## config.mk

```make
export PLATFORM = sky130hd
export DESIGN_NAME = fifo_controller
export DESIGN_NICKNAME = d
export VERILOG_FILES = /design/src/rtl/fifo_controller.sv
export SDC_FILE = /design/constraint.sdc
export NUM_CORES = 1
export LEC_CHECK = 0
export CORE_ASPECT_RATIO = 1.4
export CORE_MARGIN = 2
export CORE_UTILIZATION = 44
export CTS_CLUSTER_SIZE = 25
export DETAILED_ROUTE_END_ITERATION = 6
export HOLD_SLACK_MARGIN = 0.15
export MAX_ROUTING_LAYER = met4
export PLACE_DENSITY = 0.78
export REMOVE_ABC_BUFFERS = 1
export SLEW_MARGIN = 20
export SYNTH_ARGS = -nofsm -noshare
export SYNTH_HDL_FRONTEND = slang
export SYNTH_SLANG_ARGS = --single-unit
```

## constraint.sdc

```tcl
create_clock -name clock -period 2.35 [get_ports clock]
set_input_delay 0.47 -clock clock [delete_from_list [all_inputs] [get_ports clock]]
set_output_delay 0.47 -clock clock [all_outputs]
set_load 0.03 [all_outputs]
```

## src/rtl/fifo_controller.sv

```systemverilog
// fifo_controller: pointer/flag sequencer for a dual-port RAM FIFO with valid/ready push and pop sides.
// Define FIFO_CONTROLLER_ERROR_FLAGS_EN to add sticky overflow/underflow flags with error_clear.
module fifo_controller #(
  parameter int DATA_WIDTH         = 32,
  parameter int ADDRESS_WIDTH      = 4,
  parameter int ALMOST_FULL_LEVEL  = 2**ADDRESS_WIDTH - 2,
  parameter int ALMOST_EMPTY_LEVEL = 2
) (
  input  logic                     clock,
  input  logic                     reset_n,
  input  logic                     write_valid,
  output logic                     write_ready,
  output logic                     read_valid,
  input  logic                     read_ready,
  output logic                     ram_write_increment,
  output logic                     ram_full,
  output logic [ADDRESS_WIDTH-1:0] ram_write_address,
  output logic [ADDRESS_WIDTH-1:0] ram_read_address,
  output logic                     full,
  output logic                     empty,
  output logic                     almost_full,
  output logic                     almost_empty,
  output logic [ADDRESS_WIDTH:0]   fill_level
`ifdef FIFO_CONTROLLER_ERROR_FLAGS_EN
  ,
  output logic                     overflow,
  output logic                     underflow,
  input  logic                     error_clear
`endif
);
  localparam logic [ADDRESS_WIDTH:0] AF_LEVEL = ALMOST_FULL_LEVEL[ADDRESS_WIDTH:0];
  localparam logic [ADDRESS_WIDTH:0] AE_LEVEL = ALMOST_EMPTY_LEVEL[ADDRESS_WIDTH:0];
  // Data never passes through the controller; the width only has to be legal for the RAM.
  if (DATA_WIDTH < 1) begin : g_bad_data_width
    $error("DATA_WIDTH must be at least 1");
  end
  logic [ADDRESS_WIDTH:0] r_wr_ptr;
  logic [ADDRESS_WIDTH:0] r_rd_ptr;
  logic [ADDRESS_WIDTH:0] r_fill_level;
  logic                   w_push;
  logic                   w_pop;
  assign empty               = r_wr_ptr == r_rd_ptr;
  assign full                = (r_wr_ptr[ADDRESS_WIDTH-1:0] == r_rd_ptr[ADDRESS_WIDTH-1:0]) &&
                               (r_wr_ptr[ADDRESS_WIDTH] != r_rd_ptr[ADDRESS_WIDTH]);
  assign write_ready         = !full;
  assign read_valid          = !empty;
  assign w_push              = write_valid && !full;
  assign w_pop               = read_valid && read_ready;
  assign ram_write_increment = write_valid;
  assign ram_full            = full;
  assign ram_write_address   = r_wr_ptr[ADDRESS_WIDTH-1:0];
  assign ram_read_address    = r_rd_ptr[ADDRESS_WIDTH-1:0];
  assign fill_level          = r_fill_level;
  assign almost_full         = r_fill_level >= AF_LEVEL;
  assign almost_empty        = r_fill_level <= AE_LEVEL;
  always_ff @(posedge clock or negedge reset_n) begin
    if (!reset_n) begin
      r_wr_ptr     <= '0;
      r_rd_ptr     <= '0;
      r_fill_level <= '0;
    end else begin
      if (w_push) r_wr_ptr <= r_wr_ptr + 1'b1;
      if (w_pop) r_rd_ptr <= r_rd_ptr + 1'b1;
      r_fill_level <= (w_push && !w_pop) ? r_fill_level + 1'b1 :
                      (w_pop && !w_push) ? r_fill_level - 1'b1 : r_fill_level;
    end
  end
`ifdef FIFO_CONTROLLER_ERROR_FLAGS_EN
  logic r_overflow;
  logic r_underflow;
  assign overflow  = r_overflow;
  assign underflow = r_underflow;
  always_ff @(posedge clock or negedge reset_n) begin
    if (!reset_n) begin
      r_overflow  <= 1'b0;
      r_underflow <= 1'b0;
    end else if (error_clear) begin
      r_overflow  <= 1'b0;
      r_underflow <= 1'b0;
    end else begin
      if (write_valid && full) r_overflow <= 1'b1;
      if (read_ready && empty) r_underflow <= 1'b1;
    end
  end
`endif
endmodule

```

== Yosys cells after proc, flatten, opt, wreduce, memory -nomap -nowiden ==
Cells that the tools add are included.

* Register bits after elaboration: 15

* $add $sub $neg: 4
* Order comparisons: 2
* Eq/ne operators: 3
* Mux-type cells: 2
* Reduce and logical (&&, ||, !) cells: 10

{| class="wikitable"
|+ Operators by type and width
! cell !! number
|-
| $add A5 B1 Y5 const B || 3
|-
| $mux W5 || 2
|-
| $eq A5 B5 Y1 || 1
|-
| $ge A5 B4 Y1 const B || 1
|-
| $le A5 B2 Y1 const B || 1
|-
| $logic_and A1 B1 Y1 || 5
|-
| $sub A5 B1 Y5 const B || 1
|-
| $eq A4 B4 Y1 || 1
|-
| $logic_not A1 Y1 || 4
|-
| $reduce_bool A2 Y1 || 1
|-
| $ne A1 B1 Y1 || 1
|}

== Longest topological paths before layout ==
Gate-level depths: netlist of the first run.

* Word-level depth: 8
* Depth in mapped cells: 12
* Gate-level depth less buffers: 11

== Least setup slack after synthesis of the first run ==
Ideal clock, no wire load.

* Path type: register to output
* From: reg r_fill_level[1] (netlist: fill_level[1])
* To: out almost_empty
* Arrival: 2.172 ns
* Data required time: 1.880 ns
* Setup slack: -0.292 ns
* Cell stages (with the launch flop): 2
* Cell sequence: dfrtp_1 a2111oi_0

* Longest elaborated chain between the ends: 1

{| class="wikitable"
|+ RTL lines
! element !! RTL line !! source
|-
| start: declaration || 39 || <nowiki>logic [ADDRESS_WIDTH:0] r_fill_level;</nowiki>
|-
| start signal: assignment || 64 || <nowiki>r_fill_level <= (w_push && !w_pop) ? r_fill_level + 1'b1 :</nowiki>
|-
| $le A5 B2 Y1 || 55 || <nowiki>assign almost_empty = r_fill_level <= AE_LEVEL;</nowiki>
|-
| end: declaration || 22 || <nowiki>output logic almost_empty,</nowiki>
|}

No other way between the ends.

== Worst setup path in the final report of the first run ==
* From: reg r_rd_ptr[0]
* To: reg r_fill_level[4] (netlist: fill_level[4])

* Longest elaborated chain between the ends: 7

{| class="wikitable"
|+ RTL lines
! element !! RTL line !! source
|-
| start: declaration || 38 || <nowiki>logic [ADDRESS_WIDTH:0] r_rd_ptr;</nowiki>
|-
| start signal: assignment || 63 || <nowiki>if (w_pop) r_rd_ptr <= r_rd_ptr + 1'b1;</nowiki>
|-
| $eq A4 B4 Y1 (*) || 43 || <nowiki>assign full = (r_wr_ptr[ADDRESS_WIDTH-1:0] == r_rd_ptr[ADDRESS_WIDTH-1:0]) &&</nowiki>
|-
| $logic_and A1 B1 Y1 (*) || 43 ||
|-
| $logic_not A1 Y1 (*) || 47 || <nowiki>assign w_push = write_valid && !full;</nowiki>
|-
| $logic_and A1 B1 Y1 (*) || 47 ||
|-
| net w_push || 40 || <nowiki>logic w_push;</nowiki>
|-
| $logic_not A1 Y1 || 65 || <nowiki>(w_pop && !w_push) ? r_fill_level - 1'b1 : r_fill_level;</nowiki>
|-
| $logic_and A1 B1 Y1 || 65 ||
|-
| $reduce_bool A2 Y1 (no source line) || - ||
|}

Mark *: on every way through the listed nets, which the timed path passes. The rest lies on a longest branch.
A chain may end at the register's enable or synchronous reset.

==> flow_metrics.py, run 1 <==
metrics = {
    "pwr": {
        "power_mw": 2.708,
        "vdd_drop_max_uv": 1039,
        "power.leakage_nw": 0.6770,
        "powerDensity_mw_per_mm2": 1781,
    },
    "drt": {
        "drc": 0,
        "dr_total_vias": 842,
        "dr.pass1.iters": 2,
        "wl_per_cell_um": 15.20,
        "vias_per_cell": 5.198,
        "drt_iter0_drc": 8,
        "wl_mm": 2.462,
        "drtAntennaViolNets": 0,
    },
    "logic_synthesis": {
        "syn_inst": 95,
        "yosys_warnings": 0,
        "yosysSeqAreaShare": 0.3663,
        "synth_area_mm2": 0.001025,
        "ys.flop_type": "dfrtp_1",
        "yosysMostFrequentCell": "dfrtp_1",
        "syn-mean-instance-area_um2": 10.79,
        "async_reset_ff_frac": 1.000,
        "synth-edff-count": 0,
        "yosysTopAreaCellShare": 0.3663,
        "synthDistinctLibCells": 32,
        "ys_top_cells_by_area": "dfrtp_1 37%, xnor2_1 11%, buf_4 7.3%",
        "ys_ff_latch": 15,
        "synth.largest_area_cell": "dfrtp_1",
        "netlist_top_cells_count": "15 x dfrtp_1, 13 x xnor2_1, 10 x buf_4",
    },
    "sta": {
        "rsz0062_at_grt": "yes",
        "tightestPinTransition_ns": 0.7035,
        "final_hold_viol_count": 0,
        "slew_headroom": 0.5295,
        "fmax_mhz": 412.3,
        "fin_crit_sh": 1.032,
        "drv_slew": 0,
        "setup_ws_ns": -0.07549,
        "min_period_ns": 2.425,
        "setup_tns_ns": -0.08293,
        "fin_skew_ns": 0.01187,
        "finalSetupViolCount": 2,
    },
    "clocking": {
        "cts_tree": "done",
        "h-tree-depth": 1,
        "cts.clk_slew.worst_paths_ns": 0.10,
        "cts_buffers": 3,
        "clock_latency_ns": 0.29,
        "clk_path_buf_depth": 2,
        "clock-root-buffer": "clkbuf_4",
        "cts.sinks": 15,
    },
    "floorplanning": {
        "io_pins": 25,
        "die_area_mm2": 0.002736,
        "core_mm2": 0.002202,
        "die-height_um": 61.10,
        "initial_core_util": 0.4653,
        "chipWidth_um": 44.79,
        "num_rows": 20,
    },
    "final_layout": {
        "syn2layout_area_growth_pct": 48.35,
        "drive_gt1_frac": 0.4357,
        "finalNonFillerCells": 162,
        "antenna_cells": 0,
        "fill_cells": 179,
        "nets": 152,
    },
    "critical_path": {
        "worstSetupStartpointType": "flop",
        "cp.arrival_ns": 2.62,
        "cp_max_fo": 3,
        "path_class": "reg2reg",
        "critPathRequiredTime_ns": 2.54,
        "critPathCaptureType": "flop",
        "ff2ff_path_depth": 13,
    },
    "outcome": {
        "status": "finished with violations",
        "violations": "setup timing",
    },
    "place": {
        "dpl.hpwl_mm": 1.775,
        "placedCellCount": 153,
        "place_ws_ns": -0.2793,
        "gp_congestion": 0.7719,
        "portBuffers": 24,
    },
    "global_routing": {
        "gr-usage-all-layers": 0.2122,
        "grt_max_degree": 16,
        "grt_pass1_wl_mm": 4.071,
        "antenna_found_initial": 0,
        "grt-ovfl-total": 0,
        "grt_pass1_vias": 882,
    },
    "run": {
        "drv_cap": 0,
    },
    "min_path": {
        "min_path_type": "in2async",
    },
}
path summary, 6_finish.rpt:
kind / slack [ns] / to / start
max: -0.08 / fill_level[4] / r_rd_ptr[0]
min: 0.60 / r_rd_ptr[2] / reset_n
max reg2reg: -0.08 / fill_level[4] / r_rd_ptr[0]
min reg2reg: 0.60 / r_rd_ptr[2] / r_rd_ptr[2]
max in group asynchronous: 1.30 / fill_level[0] / reset_n
min in group clock: 0.60 / r_rd_ptr[2] / r_rd_ptr[2]
layout by cell type (no fill, tap or decap), types with 2 or more instances in the layout:
master           instances
nand4_1                  3
buf_4                   30
clkbuf_2                 2
mux2_4                   3
a21oi_2                  2
ha_4                     4
clkbuf_4                 3
nor3_1                   3
dfrtp_1                 15
nand2_1                  6
ha_1                     2
o21ai_2                  2
inv_1                    2
a21o_1                   2
clkdlybuf4s50_1         18
xnor2_1                 12
o211ai_1                 4
o21ai_0                  2
where the power goes:
part	switching [mW]	total (mW)	internal (mW)	leakage, nW
clock network	0.0836	0.149	0.0659	0.0150
registers	0.168	0.564	0.396	0.179
logic	0.979	1.99	1.02	0.483
logic make-up (layout without fill, tap and decap cells):
| group | after synthesis | count (layout) | share of synthesized area |
|---|---|---|---|
| AO/OA/AOI/OAI | 19 | 19 | 0.1465 |
| XOR/XNOR | 15 | 15 | 0.1355 |
| AND/OR/NAND/NOR | 18 | 18 | 0.09158 |
| buffers and inverters | 16 | 61 | 0.1026 |
| multiplexers | 5 | 5 | 0.06471 |
| adder cells (fa/ha/maj) | 7 | 7 | 0.09279 |
| flip-flops | 15 | 15 | 0.3663 |
flip-flops by register name (all words and copies together) (netlist names):
name	cells
fill_level	5
r_rd_ptr	5
r_wr_ptr	5
critical path, cell delays in order (launching register included):
cell     delay, ns
dfrtp_1       0.41
xnor2_1       0.18
nand4_1       0.17
buf_4         0.20
o21ai_4       0.16
inv_2         0.06
ha_4          0.16
inv_4         0.07
ha_4          0.20
a21o_1        0.22
buf_4         0.14
nand2_1       0.06
nor3_1        0.04
o31ai_1       0.26
routing by layer:
| layer | vias to the layer above | GRT usage | share of wire |
|---|---|---|---|
| li1 | 413 | - | - |
| met1 | 394 | 0.2426 | 0.41 |
| met2 | 31 | 0.3665 | 0.52 |
| met3 | 4 | 0.03812 | 0.054 |
| met4 | 0 | 0.07983 | 0.010 |
| met5 | - | - | 0 |
area by class of cell:
class / count / area (um^2) / share of cell area
Tap cell: 22 / 27.53 / 0.01811
Clock buffer: 4 / 26.28 / 0.01728
Inverter: 4 / 17.52 / 0.01152
Sequential cell: 15 / 375.4 / 0.2469
Multi-Input combinational cell: 64 / 618.1 / 0.4066
Timing Repair Buffer: 53 / 455.4 / 0.2996
per-stage QoR:
stage	cell area [um^2]	hold WS [ns]	util
after floorplan	934.6	0.1744	-
final	1520	0.5978	0.6903
after detailed placement	1375	0.5628	0.6244
after global placement	1375	0.5564	0.6244
after global routing	1520	0.6172	0.6903
after CTS	1446	0.5896	0.6568
timing repair:
item / 4_1_cts / 5_1_grt
setup buffers: 1 / 4
hold buffers: 0 / 0
endpoints found under the setup margin: 5 / 5
pin swaps: 9 / 10
gates resized for setup: 14 / 9
No activity file was read; power rests on OpenSTA's default activity.
==> run 2, diff against run 1 <==
==> constraint.sdc (replaced) <==
create_clock -name clock -period 2.35 [get_ports clock]
set_input_delay 0.705 -clock clock [delete_from_list [all_inputs] [get_ports clock]]
set_output_delay 0.705 -clock clock [all_outputs]
set_load 0.03 [all_outputs]
==> run 2 against run 1 <==
  * The flow still finishes with violations (setup timing)
  * Flip-flop and latch count unchanged
  * Wire length increased by 7.0%
  * Die area unchanged
  * Via count increased by 9.6%
  * Clock skew decreased by 0.0065 ns
  * Sequential share of layout area decreased by 1.1 points
  * Register-to-register slack got worse by 0.09 ns
  * Count of clock-buffer cells in the layout unchanged
  * Largest cell class unchanged
  * Hold slack got worse by 0.0030 ns
==> flow_metrics.py, run 2 (synthesis results as in run 1) <==
metrics = {
    "outcome": {
        "status": "finished with violations",
        "violations": "setup timing",
    },
    "drt": {
        "dr_total_vias": 923,
        "drt_iter0_drc": 20,
        "drtAntennaViolNets": 0,
        "wl_per_cell_um": 15.78,
        "wl_mm": 2.635,
        "vias_per_cell": 5.527,
        "dr.pass1.iters": 4,
        "drc": 0,
    },
    "sta": {
        "fmax_mhz": 396.8,
        "rsz0062_at_grt": "yes",
        "drv_slew": 0,
        "min_period_ns": 2.520,
        "slew_headroom": 0.5318,
        "final_hold_viol_count": 0,
        "fin_skew_ns": 0.005389,
        "setup_ws_ns": -0.1704,
        "fin_crit_sh": 1.072,
        "finalSetupViolCount": 6,
        "tightestPinTransition_ns": 0.7001,
        "whs_ns": 0.5947,
    },
    "global_routing": {
        "met3_usage": 0.02346,
        "antenna_found_initial": 0,
        "use_met1": 0.2413,
        "grt_pass1_vias": 940,
        "gr-usage-all-layers": 0.2268,
        "grt_pass1_wl_mm": 4.353,
        "grt_max_degree": 16,
        "met2_usage": 0.4161,
        "grt-ovfl-total": 0,
        "busiest_layer": "met2",
    },
    "clocking": {
        "cts_tree": "done",
        "cts.sinks": 15,
        "clk_path_buf_depth": 2,
        "clock-root-buffer": "clkbuf_4",
        "h-tree-depth": 1,
        "cts_buffers": 3,
        "cts.clk_slew.worst_paths_ns": 0.09,
        "clock_latency_ns": 0.29,
    },
    "critical_path": {
        "path_class": "reg2reg",
        "cp_max_fo": 4,
        "critPathRequiredTime_ns": 2.53,
        "cp.arrival_ns": 2.70,
        "worstSetupStartpointType": "flop",
        "critPathCaptureType": "flop",
    },
    "place": {
        "gp_congestion": 0.8279,
        "portBuffers": 24,
        "dpl.hpwl_mm": 1.916,
    },
    "floorplanning": {
        "die_area_mm2": 0.002736,
        "die-height_um": 61.10,
        "num_rows": 20,
        "initial_core_util": 0.4653,
        "io_pins": 25,
        "chipWidth_um": 44.79,
        "core_mm2": 0.002202,
    },
    "min_path": {
        "min_path_type": "reg2reg",
    },
    "final_layout": {
        "nets": 157,
        "syn2layout_area_growth_pct": 55.19,
        "drive_gt1_frac": 0.4828,
        "antenna_cells": 0,
        "final_common_cell": "buf_4",
        "layout_common_cells": "33 x buf_4, 15 x dfrtp_1, 15 x clkdlybuf4s50_1",
        "fill_cells": 167,
    },
    "run": {
        "drv_cap": 0,
    },
}
## run 2: cell count changes in the layout (fill, tap and decap cells not counted), sizes merged
cell           previous run  this run
buf                      32        40
clkbuf                    6         4
clkdlybuf4s50            18        15
dlygate4sd1               0         1
dlygate4sd2               1         2
## run 2: timing repair
| item | 4_1_cts | 5_1_grt |
|---|---|---|
| pin swaps | 12 | 13 |
| gates resized for setup | 28 | 19 |
| setup endpoints to repair | 11 | 10 |
| setup buffers | 4 | 3 |
| hold buffers | 0 | 0 |
## run 2: cell type report
type / instances / area, um^2 / share of cell area
Clock buffer: 4 / 26.28 / 0.01652
Inverter: 4 / 20.02 / 0.01259
Multi-Input combinational cell: 64 / 638.1 / 0.4013
Sequential cell: 15 / 375.4 / 0.2360
Tap cell: 22 / 27.53 / 0.01731
Timing Repair Buffer: 58 / 503.0 / 0.3163
## run 2: layer usage
metal / up-vias / wire length, um
li1: 426 / -
met1: 447 / 989
met3: 7 / 137
met2: 43 / 1441
met4: 0 / 68
met5: - / 0
## run 2: stage by stage
stage                     setup WS (ns)  std cells  setup TNS, ns  utilization  cell area (um^2)
final                           -0.1704        167        -0.3220       0.7222              1590
after global routing            -0.2977        167         -1.138       0.7222              1590
after CTS                      -0.08343        165        -0.3907       0.6869              1513
after detailed placement        -0.7015        158         -2.035       0.6403              1410
after global placement          -0.5345        158         -1.584       0.6403              1410
after floorplan                 -0.5834         83         -2.587            -             934.6
## run 2: worst max-delay path, stage by stage, from the launching register on
cell and delay [ns]:
dfrtp_1 0.42, xnor2_1 0.21, nand4_1 0.16, buf_4 0.19, o21ai_4 0.17, ha_4 0.17
inv_4 0.05, fa_2 0.34, a21o_4 0.23, a2111oi_4 0.36, o31ai_1 0.11
## run 2: worst paths after layout
check	from	to	slack (ns)	cells after the start
min	fill_level[0]	fill_level[0]	0.59	2
min reg2reg	fill_level[0]	fill_level[0]	0.59	2
max	r_rd_ptr[1]	fill_level[4]	-0.17	10
max in group asynchronous	reset_n	fill_level[0]	1.08	1
max reg2reg	r_rd_ptr[1]	fill_level[4]	-0.17	10
min in group asynchronous	reset_n	fill_level[4]	0.83	1
Power of run 2 is not shown: default switching activity piles up to over one toggle a cycle in this logic, so the estimate is an artifact.
==> run 3, diff against run 2 <==
Settings changed: CORE_UTILIZATION 44 to 48, PLACE_DENSITY 0.78 to 0.81.
Clock period 2.35 ns to 3.1 ns, I/O delays scaled along.
==> run 3 against run 2 <==
  * The flow now finishes without violations
  * Flip-flop and latch count unchanged
  * Count of clock-buffer cells in the layout unchanged
  * Via count down 15%
  * Critical path depth down 6
  * Clock skew down 0.0031 ns
  * Non-clock buffer count down 24
  * Global-route usage down 3.6 points
  * Final area down 17%
  * First-iteration DRC count down 55%
  * Critical endpoint is now write_ready
==> flow_metrics.py, run 3 (synthesis results as in run 1) <==
metrics = {
    "global_routing": {
        "grt_max_degree": 16,
        "grt_pass1_wl_mm": 3.601,
        "grt_pass1_vias": 787,
        "antenna_found_initial": 0,
        "grt-ovfl-total": 0,
        "gr-usage-all-layers": 0.1912,
    },
    "sta": {
        "slew_headroom": 0.5403,
        "final_hold_viol_count": 0,
        "fin_skew_ns": 0.002243,
        "finalSetupViolCount": 0,
        "fmax_mhz": 342.7,
        "fin_crit_sh": 0.9413,
        "drv_slew": 0,
        "min_period_ns": 2.918,
        "setup_tns_ns": 0,
        "rsz0062_at_grt": "no",
        "tightestPinTransition_ns": 0.6874,
    },
    "final_layout": {
        "nets": 133,
        "stdcell_area_mm2": 0.001315,
        "fill_cells": 169,
        "antenna_cells": 0,
        "syn2layout_area_growth_pct": 28.33,
        "layout_common_cells": "19 x clkdlybuf4s50_1, 15 x dfrtp_1, 13 x xnor2_1",
        "drive_gt1_frac": 0.2231,
        "finalNonFillerCells": 142,
        "final_common_cell": "clkdlybuf4s50_1",
    },
    "clocking": {
        "cts_buffers": 3,
        "h-tree-depth": 1,
        "cts.sinks": 15,
        "clk_path_buf_depth": 2,
        "cts_tree": "done",
        "clock-root-buffer": "clkbuf_4",
        "cts.clk_slew.worst_paths_ns": 0.09,
        "clock_latency_ns": 0.28,
    },
    "floorplanning": {
        "num_rows": 19,
        "chipWidth_um": 43.05,
        "die_area_mm2": 0.002526,
        "die-height_um": 58.67,
        "initial_core_util": 0.5132,
        "io_pins": 25,
        "core_mm2": 0.001997,
    },
    "critical_path": {
        "cp.arrival_ns": 1.99,
        "max_stage_delay_ns": 0.60,
        "worstSetupStartpointType": "flop",
        "critPathRequiredTime_ns": 2.17,
        "critPathCaptureType": "output port",
        "cp_max_fo": 6,
        "path_class": "reg2out",
        "crit_path_cell_trace": "xnor2_1, nand4_1, nand2b_1, clkdlybuf4s50_1",
        "crit_path_top_delay_cell": "clkdlybuf4s50_1",
    },
    "drt": {
        "wl_per_cell_um": 14.67,
        "vias_per_cell": 5.500,
        "dr_total_vias": 781,
        "drt_iter0_drc": 9,
        "drc": 0,
        "wl_mm": 2.083,
        "drtAntennaViolNets": 0,
        "dr.pass1.iters": 2,
    },
    "outcome": {
        "status": "finished, final reports clean",
    },
    "place": {
        "placedCellCount": 136,
        "dpl.hpwl_mm": 1.620,
        "placed_area_mm2": 0.001259,
        "gp_congestion": 0.8041,
        "portBuffers": 24,
    },
    "run": {
        "drv_cap": 0,
    },
    "min_path": {
        "min_path_type": "reg2reg",
    },
}
==> run 3: changes by cell type in the layout (fill, tap and decap cells not counted), sizes merged <==
cell,change
buf,-29
dlygate4sd2,-1
dlymetal6s2s,+3
clkdlybuf4s50,+4
dlygate4sd1,-1
==> run 3: per-layer routing <==
layer | vias up | GRT usage | part of all wire
met5 | - | - | 0
met4 | 0 | 0.05195 | 0.012
met3 | 4 | 0.02454 | 0.044
met2 | 27 | 0.3528 | 0.54
met1 | 377 | 0.2146 | 0.40
li1 | 373 | - | -
==> run 3: final timing paths <==
kind / depth (start not counted) / slack (ns) / startpoint / endpoint
min in group asynchronous: 1 / 1.06 / reset_n / fill_level[3]
max: 4 / 0.18 / r_rd_ptr[2] / write_ready
min reg2reg: 1 / 0.55 / r_wr_ptr[3] / r_wr_ptr[3]
max reg2reg: 10 / 0.34 / r_rd_ptr[2] / fill_level[4]
min: 1 / 0.55 / r_wr_ptr[3] / r_wr_ptr[3]
max in group asynchronous: 1 / 1.60 / reset_n / fill_level[1]
==> run 3: area by class of cell <==
| class | instances | area (um^2) | share of cell area |
|---|---|---|---|
| sequential | 15 | 375.4 | 0.2854 |
| tap | 21 | 26.28 | 0.01998 |
| clock buffer | 4 | 26.28 | 0.01998 |
| multi-input combinational | 64 | 553.0 | 0.4206 |
| inverter | 4 | 15.01 | 0.01142 |
| timing repair buffer | 34 | 319.1 | 0.2426 |
==> run 3: what timing repair did <==
action,in CTS,in global routing
endpoints found under the setup margin,1,3
hold buffers,0,0
endpoints found under the hold margin,0,0
resized for setup,1,5
setup buffers,0,2
pin swaps,0,1
==> run 3: metrics by stage <==
stage                     worst slack [ns]  utilization  hold slack, ns
after floorplan                  -0.001696            -          0.5799
after global placement             0.07142       0.6303          0.5333
after detailed placement           0.01916       0.6303          0.5431
after CTS                         0.003305       0.6429          0.5545
after global routing               0.03966       0.6585          0.5808
final                               0.1821       0.6585          0.5499
==> run 3: critical path, delay by kind of cell, from the launching register on <==
family | cells | cell delay (ns)
XOR/XNOR | 1 | 0.18
flip-flops | 1 | 0.45
AND/OR/NAND/NOR | 2 | 0.47
buffers and inverters | 1 | 0.60
Power of run 3 is left out for the same reason.
